File: config.mk
export PLATFORM = sky130hd
export DESIGN_NAME = terminal_inject_arbiter_flat
export DESIGN_NICKNAME = d
export VERILOG_FILES = /design/src/rtl/terminal_inject_arbiter_pkg.sv /design/src/rtl/terminal_inject_arbiter_if.sv /design/src/rtl/terminal_inject_arbiter_rr_pick.sv /design/src/rtl/terminal_inject_arbiter.sv /design/src/flat_wrapper.sv
export SDC_FILE = /design/constraint.sdc
export NUM_CORES = 1
export LEC_CHECK = 0
export CAP_MARGIN = 5
export CORE_AREA = 2 2 141 115
export CTS_CLUSTER_SIZE = 16
export DETAILED_ROUTE_END_ITERATION = 12
export DIE_AREA = 0 0 143 117
export GPL_TIMING_DRIVEN = 1
export PLACE_DENSITY = 0.79
export SYNTH_ARGS = -nofsm -noshare
export SYNTH_HDL_FRONTEND = slang
export SYNTH_SLANG_ARGS = --single-unit
export TNS_END_PERCENT = 1
File: constraint.sdc
create_clock -name clk_i -period 4.1 [get_ports clk_i]
set_input_delay 0.41 -clock clk_i [delete_from_list [all_inputs] [get_ports clk_i]]
set_output_delay 0.41 -clock clk_i [all_outputs]
set_load 0.02 [all_outputs]
File: src/rtl/terminal_inject_arbiter_pkg.sv
// Shared types and helpers for the terminal injection arbiter and its checkers.
package inject_arb_pkg;

    // Output register occupancy: EMPTY holds nothing, FULL holds one packet.
    typedef enum logic {
        ST_EMPTY = 1'b0,
        ST_FULL  = 1'b1
    } state_e;

    // Default packet width matching the mesh pckg_sz; the top re-declares its
    // own packet type from its PAKG_SIZE parameter.
    localparam int PKT_W_DEF = 32;
    typedef logic [PKT_W_DEF-1:0] pkt_t;

    // Round-robin successor: the source after ptr, wrapping at num_req.
    function automatic int unsigned rr_next(input int unsigned ptr, input int unsigned num_req);
        return (ptr + 1 >= num_req) ? 0 : ptr + 1;
    endfunction

endpackage

File: src/rtl/terminal_inject_arbiter_if.sv
// Bundle of the source-FIFO side, mesh-terminal side and status signals.
//
// Handshake: a source offers a packet by holding req_pndng_i[k]=1 with its head
// on slice k of req_data_i; the arbiter takes it in any cycle it drives
// req_pop_o[k]=1 (only ever while req_pndng_i[k]=1). Toward the mesh,
// term_pndng_o=1 means term_data_o is valid and is held unchanged until the
// mesh pulses term_pop_i, which consumes it at that clock edge.
interface terminal_inject_arbiter_if #(
    parameter int NUM_REQ   = 4,
    parameter int PAKG_SIZE = 32,
    parameter int CNT_W     = 16
);
    localparam int IDX_W = $clog2(NUM_REQ);

    logic [NUM_REQ-1:0]           req_pndng_i;
    logic [NUM_REQ*PAKG_SIZE-1:0] req_data_i;
    logic [NUM_REQ-1:0]           req_pop_o;
    logic                         term_pndng_o;
    logic [PAKG_SIZE-1:0]         term_data_o;
    logic                         term_pop_i;
    logic [IDX_W-1:0]             grant_id_o;
    logic [NUM_REQ*CNT_W-1:0]     served_cnt_o;
    logic                         err_o;
    inject_arb_pkg::state_e       state_o;      // debug view of the occupancy FSM

    // Arbiter side.
    modport slave (
        input  req_pndng_i, req_data_i, term_pop_i,
        output req_pop_o, term_pndng_o, term_data_o, grant_id_o,
               served_cnt_o, err_o, state_o
    );

    // Environment side (sources, mesh, checkers).
    modport master (
        output req_pndng_i, req_data_i, term_pop_i,
        input  req_pop_o, term_pndng_o, term_data_o, grant_id_o,
               served_cnt_o, err_o, state_o
    );

endinterface

File: src/rtl/terminal_inject_arbiter_rr_pick.sv
// Combinational cyclic priority picker: first asserted request at or after ptr.
module rr_pick #(
    parameter int NUM_REQ = 4,
    localparam int IDX_W  = $clog2(NUM_REQ)
) (
    input  logic [NUM_REQ-1:0] req,
    input  logic [IDX_W-1:0]   ptr,
    output logic [NUM_REQ-1:0] gnt_onehot,
    output logic [IDX_W-1:0]   gnt_idx,
    output logic               any
);

    logic [IDX_W-1:0] idx;

    // Walk the sources starting at ptr and take the first pending one.
    always_comb begin
        gnt_onehot = '0;
        gnt_idx    = '0;
        any        = 1'b0;
        idx        = '0;
        for (int i = 0; i < NUM_REQ; i++) begin
            idx = IDX_W'((int'(ptr) + i) % NUM_REQ);
            if (!any && req[idx]) begin
                any             = 1'b1;
                gnt_idx         = idx;
                gnt_onehot[idx] = 1'b1;
            end
        end
    end

endmodule

File: src/rtl/terminal_inject_arbiter.sv
// Round-robin injection arbiter feeding one mesh terminal input port from
// NUM_REQ source FIFOs through a single output register.
module terminal_inject_arbiter
    import inject_arb_pkg::*;
#(
    parameter int NUM_REQ   = 4,
    parameter int PAKG_SIZE = 32,
    parameter int CNT_W     = 16
) (
    input  logic                      clk_i,
    input  logic                      rst_i,
    terminal_inject_arbiter_if.slave  arb_io
);

    localparam int IDX_W = $clog2(NUM_REQ);
    typedef logic [PAKG_SIZE-1:0] term_pkt_t;

    state_e           state_q;
    term_pkt_t        data_q;
    logic [IDX_W-1:0] gid_q;
    logic [IDX_W-1:0] ptr_q;
    logic [CNT_W-1:0] cnt_q [NUM_REQ];
    logic             err_q;

    logic [NUM_REQ-1:0] pick_onehot;
    logic [IDX_W-1:0]   pick_idx;
    logic               pick_any;
    logic               load;

    rr_pick #(.NUM_REQ(NUM_REQ)) u_pick (
        .req        (arb_io.req_pndng_i),
        .ptr        (ptr_q),
        .gnt_onehot (pick_onehot),
        .gnt_idx    (pick_idx),
        .any        (pick_any)
    );

    // Refill when the register is free or being drained this cycle; reset wins.
    always_comb begin
        load = ((state_q == ST_EMPTY) || arb_io.term_pop_i) && pick_any && !rst_i;
        arb_io.req_pop_o = load ? pick_onehot : '0;
    end

    // Output register, round-robin pointer, served counters and sticky error.
    always_ff @(posedge clk_i) begin
        if (rst_i) begin
            state_q <= ST_EMPTY;
            data_q  <= '0;
            gid_q   <= '0;
            ptr_q   <= '0;
            err_q   <= 1'b0;
            for (int k = 0; k < NUM_REQ; k++) cnt_q[k] <= '0;
        end else begin
            if (load) begin
                state_q         <= ST_FULL;
                data_q          <= arb_io.req_data_i[int'(pick_idx)*PAKG_SIZE +: PAKG_SIZE];
                gid_q           <= pick_idx;
                ptr_q           <= IDX_W'(rr_next(int'(pick_idx), NUM_REQ));
                cnt_q[pick_idx] <= cnt_q[pick_idx] + 1'b1;
            end else if (state_q == ST_FULL && arb_io.term_pop_i) begin
                state_q <= ST_EMPTY;
            end
            // A pop with nothing offered is a mesh protocol violation.
            if (state_q == ST_EMPTY && arb_io.term_pop_i) err_q <= 1'b1;
        end
    end

    // Drive registered outputs and flatten the counter array.
    always_comb begin
        arb_io.term_pndng_o = (state_q == ST_FULL);
        arb_io.term_data_o  = data_q;
        arb_io.grant_id_o   = gid_q;
        arb_io.err_o        = err_q;
        arb_io.state_o      = state_q;
        arb_io.served_cnt_o = '0;
        for (int k = 0; k < NUM_REQ; k++) arb_io.served_cnt_o[k*CNT_W +: CNT_W] = cnt_q[k];
    end

endmodule

File: src/flat_wrapper.sv
// flat-port wrapper written by rule: the top's interface ports become plain ports
module terminal_inject_arbiter_flat import inject_arb_pkg::*;
#(
    parameter int NUM_REQ   = 4,
    parameter int PAKG_SIZE = 32,
    parameter int CNT_W     = 16
)
  (clk_i, rst_i, arb_io_req_pndng_i, arb_io_req_data_i, arb_io_term_pop_i, arb_io_req_pop_o, arb_io_term_pndng_o, arb_io_term_data_o, arb_io_grant_id_o, arb_io_served_cnt_o, arb_io_err_o, arb_io_state_o);
  terminal_inject_arbiter_if #(.NUM_REQ(NUM_REQ), .PAKG_SIZE(PAKG_SIZE), .CNT_W(CNT_W)) arb_io_i ();
  input  logic clk_i;
  input  logic rst_i;
  input wire logic [$bits(arb_io_i.req_pndng_i)-1:0] arb_io_req_pndng_i;
  input wire logic [$bits(arb_io_i.req_data_i)-1:0] arb_io_req_data_i;
  input wire logic [$bits(arb_io_i.term_pop_i)-1:0] arb_io_term_pop_i;
  output wire logic [$bits(arb_io_i.req_pop_o)-1:0] arb_io_req_pop_o;
  output wire logic [$bits(arb_io_i.term_pndng_o)-1:0] arb_io_term_pndng_o;
  output wire logic [$bits(arb_io_i.term_data_o)-1:0] arb_io_term_data_o;
  output wire logic [$bits(arb_io_i.grant_id_o)-1:0] arb_io_grant_id_o;
  output wire logic [$bits(arb_io_i.served_cnt_o)-1:0] arb_io_served_cnt_o;
  output wire logic [$bits(arb_io_i.err_o)-1:0] arb_io_err_o;
  output wire logic [$bits(arb_io_i.state_o)-1:0] arb_io_state_o;
  assign arb_io_i.req_pndng_i = arb_io_req_pndng_i;
  assign arb_io_i.req_data_i = arb_io_req_data_i;
  assign arb_io_i.term_pop_i = arb_io_term_pop_i;
  assign arb_io_req_pop_o = arb_io_i.req_pop_o;
  assign arb_io_term_pndng_o = arb_io_i.term_pndng_o;
  assign arb_io_term_data_o = arb_io_i.term_data_o;
  assign arb_io_grant_id_o = arb_io_i.grant_id_o;
  assign arb_io_served_cnt_o = arb_io_i.served_cnt_o;
  assign arb_io_err_o = arb_io_i.err_o;
  assign arb_io_state_o = arb_io_i.state_o;
  terminal_inject_arbiter #(.NUM_REQ(NUM_REQ), .PAKG_SIZE(PAKG_SIZE), .CNT_W(CNT_W)) u_core (.clk_i(clk_i), .rst_i(rst_i), .arb_io(arb_io_i));
endmodule
# Word level (Yosys, flattened, before mapping)
# Memory sizes are Yosys's and may differ from the RTL's.
# Cells that the tools add are included.
word_totals:
  output_inout_bits: 105
  memories: 1
  reg_bits: 38
  mem_bits_rw: 64
  elab_cells: 83
  input_bits: 135
memory_table:
  columns: ["memory", "depth", "width", "read_ports", "rd_clocked_by_memory_dff", "wr", "line_no", "source"]
  rows:
  - ["u_core.cnt_q", 4, 16, 5, 0, 4, "terminal_inject_arbiter.sv:22", "logic [CNT_W-1:0] cnt_q [NUM_REQ];"]
op_classes:
  reduce_logical: 18
  n_bitwise: 4
  mux: 40
  n_shift: 1
  n_lt_le_gt_ge: 9
  n_addsub: 5
op_table:
  columns: ["operator", "count"]
  rows:
  - ["128-bit by 8-bit variable part select with 32-bit output", 1]
  - ["1-bit 2-to-1 mux", 20]
  - ["4-bit 2-to-1 mux", 5]
  - ["16-bit by 1-bit adder with 16-bit output (second input constant)", 1]
  - ["16-bit 2-to-1 mux", 1]
  - ["16-bit OR reduction", 1]
  - ["2-bit by 3-bit less-than comparator with 1-bit output (second input constant)", 4]
  - ["2-bit 2-to-1 mux", 6]
  - ["4-bit OR", 3]
  - ["1-bit logical AND", 11]
  - ["1-bit binary-select mux with 2-bit select", 4]
  - ["1-bit demux with 2-bit select", 4]
  - ["2-bit by 1-bit greater-or-equal comparator with 1-bit output (second input constant)", 4]
  - ["2-bit adder (second input constant)", 2]
  - ["1-bit logical NOT", 4]
  - ["2-bit by 1-bit adder with 3-bit output (second input constant)", 1]
  - ["3-bit greater-or-equal comparator (second input constant)", 1]
  - ["2-bit by 1-bit adder with 2-bit output (second input constant)", 1]
  - ["2-bit nonzero test", 1]
  - ["1-bit logical OR", 1]
  - ["1-bit NOT", 1]

# Longest topological paths before layout
depth:
  word_depth: 19
  mapped_depth: 19
  depth_no_buf: 14

# Modules after synthesis
# A second synthesis with hierarchy kept.
unflattened:
  hier_cells: 468
  hier_area_um2: 5565.3
by_module_without_submodules:
  columns: ["module", "seq_area_each_um2", "area_each_um2", "cells_per_inst", "n_inst"]
  rows:
  - ["terminal_inject_arbiter", 2682.6, 5146.2, 423, 1]
  - ["rr_pick", 0.0, 419.2, 45, 1]

# Least setup slack after synthesis
# Ideal clock, no wire load.
synth_path:
  kind: "register to register"
  from: "register u_core.ptr_q[0]"
  to: "memory u_core.cnt_q[0][12], data pin"
  t_arrival_ps: 4223
  t_required_ps: 3835
  setup_slack_ps: -388
  stages_incl_launch_ff: 20
  path_cell_list: "dfxtp_1 -> buf_6 -> inv_1 -> ha_1 -> nand2b_1 -> a21oi_1 -> o22ai_1 -> o211a_1 -> clkbuf_1 -> buf_2 -> clkbuf_1 -> clkbuf_1 -> clkbuf_1 -> nand2_1 -> a31oi_1 -> ha_1 -> nand4_2 -> nor4b_2 -> xnor2_1 -> nor2_1"
synth_rtl:
  columns: ["element", "line_no", "source"]
  rows:
  - ["from (decl)", "terminal_inject_arbiter.sv:21", "logic [IDX_W-1:0] ptr_q;"]
  - ["from (signal assigned)", "terminal_inject_arbiter.sv:58", "ptr_q <= IDX_W'(rr_next(int'(pick_idx), NUM_REQ));"]
  - ["to (decl)", "terminal_inject_arbiter.sv:22", null]

# Final worst setup path
layout_path:
  from: "input port arb_io_req_pndng_i[1]"
  to: "output port arb_io_req_pop_o[1]"
layout_between:
  elab_chain_len: 15
layout_lines:
  columns: ["element", "line_no", "source"]
  rows:
  - ["from (decl)", "flat_wrapper.sv:12", "input wire logic [$bits(arb_io_i.req_pndng_i)-1:0] arb_io_req_pndng_i;"]
  - ["1-bit binary-select mux with 2-bit select", "terminal_inject_arbiter_rr_pick.sv:23", "if (!any && req[idx]) begin"]
  - ["1-bit 2-to-1 mux (not written as such)", "terminal_inject_arbiter_rr_pick.sv:23", null]
  - ["1-bit 2-to-1 mux", "terminal_inject_arbiter_rr_pick.sv:23", null]
  - ["1-bit logical NOT", "terminal_inject_arbiter_rr_pick.sv:23", null]
  - ["1-bit logical AND", "terminal_inject_arbiter_rr_pick.sv:23", null]
  - ["1-bit 2-to-1 mux", "terminal_inject_arbiter_rr_pick.sv:23", null]
  - ["1-bit logical NOT", "terminal_inject_arbiter_rr_pick.sv:23", null]
  - ["1-bit logical AND", "terminal_inject_arbiter_rr_pick.sv:23", null]
  - ["1-bit 2-to-1 mux", "terminal_inject_arbiter_rr_pick.sv:23", null]
  - ["1-bit logical NOT", "terminal_inject_arbiter_rr_pick.sv:23", null]
  - ["1-bit logical AND", "terminal_inject_arbiter_rr_pick.sv:23", null]
  - ["1-bit 2-to-1 mux", "terminal_inject_arbiter_rr_pick.sv:23", null]
  - ["1-bit logical AND (2 in a row)", "terminal_inject_arbiter.sv:40", "load = ((state_q == ST_EMPTY) || arb_io.term_pop_i) && pick_any && !rst_i;"]
  - ["4-bit 2-to-1 mux (*)", "terminal_inject_arbiter.sv:41", "arb_io.req_pop_o = load ? pick_onehot : '0;"]
  - ["to (decl)", "flat_wrapper.sv:15", "output wire logic [$bits(arb_io_i.req_pop_o)-1:0] arb_io_req_pop_o;"]
# Mark *: on every way between the ends. The rest lies on a longest branch, timed or not. The select of a mux whose other input is x is not followed.

==> results.cfg <==
[routing]
drtIter0Drc = 621
routed_wl_um = 20900
drc = 0
wl_per_cell_um = 17.8
vias = 6274
firstDrtPassIters = 5
drtAntennaViolNets = 0
via_per_inst = 5.35

[sta]
fin_setup_tns_ns = 0
hold_viol = 0
skew_ns = 0.0108
relSlewSlack = 0.384
drv_slew = 0
fmax_ghz = 0.265
rsz0062_at_grt = false
fin_crit_sh = 0.921
setup_viol = 0
whs_ns = 0.452
worstMarginPinSlew_ns = 0.923
finalCriticalPeriod_ns = 3.78

[setup_path]
path_class = primary input to output pin
critPathMostFrequentCell = clkdlybuf4s50_1
r2r_slack_ns = 0.41
crit_family = simple AND/OR/NAND/NOR gates
required_ns = 3.69
timing.rr.end = u_core.cnt_q[0][12]
cp.arrival_ns = 3.37
slowest_stage = mux4_1
reg2reg_from = u_core.ptr_q[0]
worst_setup_path_end_kind = output pin
crit_chain = clkdlybuf4s50_1, mux4_1, nor4_1, nor2b_2, nand2b_1, nor2_1, clkdlybuf4s50_1
cp_slowest_stage_delay_ns = 0.69
critPathLaunchType = primary input
cp_max_fo = 9
crit_buf_inv = 2
rr_worst_depth = 14
cp.depth = 7

[clock_tree]
postCtsHoldBufs = 0
cts-root-buf = clkbuf_16
worstSkewPairLatency_ns = 0.35
cts_buffers = 9
cts.sinks = 102
htreeDepth = 3
tritoncts = built
path_clk_slew_ns = 0.07
cts_buffer_depth = 2

[hold_path]
hold_class = flip-flop to flip-flop
worstHoldPathCells = 2
hold-path-endpoint = u_core.arb_io.term_data_o[3]
min_from = u_core.arb_io.term_data_o[3]

[placement]
gp_congestion = 0.890
dp_hpwl_um = 15100
io_buffers = 239

[power_and_ir_drop]
p_leak_nw = 3.45
power_density_mw_per_mm2 = 824
vdd_ir_drop_max_mv = 0.519

[floorplanning]
initial_utilization = 0.392
die_y_um = 117
die_x_um = 143
die-area_mm2 = 0.0167
ioPinCount = 240
coreArea_mm2 = 0.0154
num_rows = 41

[synth]
syn_area_mm2 = 0.00605
ys_top_cells_by_count = nand2_1, nand3_1, nor2_1
synthFlopType = edfxtp_1
yosysSeqAreaShare = 0.444
synthCells = 724
synthTopCellsByArea = edfxtp_1, dfxtp_1, nand2_1
synth_nets = 868
yosysWarnings = 0
yosysTopAreaCellShare = 0.318
yosysTopAreaCell = edfxtp_1
synth_edf_count = 64
synth.avg_cell_area_um2 = 8.35
synth-async-reset-ratio = 0
ys_types = 59
synth_most_common_cell = nand2_1
synth-seq-cells = 102

[global_route]
grt_pass1_vias = 5776
overflow = 0
grt_pass1_wl_um = 30900
antenna_found_initial = 0
grt_use_total = 0.239
grt_max_degree = 50

[layout]
nets = 1097
final-seq-area_mm2 = 0.00268
area_growth_pct = 48.6
drive_gt1_frac = 0.0814
fill_cells = 1347
antenna_cells = 0
multiInputGateArea_mm2 = 0.00310

[status]
status = complete, no violations

[flow_run]
maxCapViolations = 0
## final cells by class
cell class | count | share of cell area
clock inverter | 5 | 0.00473
multi-input combinational | 560 | 0.345
sequential | 102 | 0.298
inverter | 9 | 0.00376
clock buffer | 11 | 0.0259
tap | 215 | 0.0299
timing repair buffer | 271 | 0.292
## sequential cells by signal, indices dropped and copies added (netlist names)
name and count:
u_core.arb_io.err_o 1, u_core.arb_io.term_data_o 32, u_core.arb_io.state_o 1, u_core.ptr_q 2
u_core.arb_io.grant_id_o 2, u_core.cnt_q 64
## stage by stage
step                setup slack (ns)  std cells  area, um2  total power [mW]   util
floorplan                     0.0205        724       6050              4.82      -
global placement               0.136       1155       8700              6.46  0.563
detailed placement            0.0566       1155       8700              6.55  0.563
CTS                            0.282       1171       8970              7.39  0.581
global route                  0.0810       1173       8990              7.91  0.582
finish                         0.324       1173       8990              7.41  0.582
## logic make-up (layout without fill, tap and decap cells)
kind of cell	count (synthesis)	after routing	share of synthesized area
xor gates and xnor gates	12	12	0.0186
buffers and inverters	62	296	0.0455
AOI/OAI and AO/OA	83	83	0.0900
adders and majority gates	9	9	0.0186
and+or+nand+nor	435	435	0.325
muxes	21	21	0.0592
DFF	102	102	0.444
## worst reg2reg max path, cell delays in order, from the launching register on
cell     delay [ns]
dfxtp_1        0.35
inv_1          0.07
ha_1           0.38
mux4_1         0.41
nor2b_1        0.08
buf_4          0.17
o21ai_4        0.22
nand2_8        0.16
and3_1         0.20
a31oi_1        0.21
ha_1           0.30
nand4_2        0.22
nor4b_2        0.36
xnor2_1        0.23
nor2_1         0.09
## placed cells by master, fill, tap and decap left out, types with 10 or more instances in the layout
| master | synthesis | layout |
|---|---|---|
| dfxtp_1 | 38 | 38 |
| buf_4 | 2 | 32 |
| nor2_1 | 74 | 73 |
| nand2_1 | 200 | 200 |
| nand3_1 | 113 | 113 |
| clkdlybuf4s50_1 | 0 | 238 |
| a21oi_1 | 45 | 45 |
| mux4_2 | 10 | 10 |
| edfxtp_1 | 64 | 64 |
## layer usage
metal / track usage / wire, um / part of all wire / up-vias
li1: - / - / - / 2973
met1: 0.332 / 8830 / 0.42 / 2940
met2: 0.388 / 9660 / 0.46 / 335
met3: 0.0582 / 2140 / 0.10 / 26
met4: 0.0436 / 274 / 0.013 / 0
met5: 0 / 0 / 0 / -
## what timing repair did
| action | CTS | global route |
|---|---|---|
| setup buffers | 0 | 2 |
| setup endpoints to repair | 0 | 5 |
| resized for setup | 0 | 0 |
## where the power goes
part / total [mW] / internal [mW] / switching [mW]
combinational: 4.75 / 1.92 / 2.83
clock: 0.822 / 0.423 / 0.399
sequential: 1.83 / 1.56 / 0.279
total: 7.41 / 3.90 / 3.51
## worst max-delay path by stage
stage,startpoint,end
floorplan,u_core.ptr_q[0],u_core.cnt_q[0][12]
global placement,arb_io_req_pndng_i[1],u_core.cnt_q[2][12]
detailed placement,arb_io_req_pndng_i[1],u_core.cnt_q[1][12]
CTS,arb_io_req_pndng_i[0],arb_io_req_pop_o[3]
global route,u_core.ptr_q[0],u_core.cnt_q[0][12]
finish,arb_io_req_pndng_i[1],arb_io_req_pop_o[1]
Power figures use the tool's default switching activity.
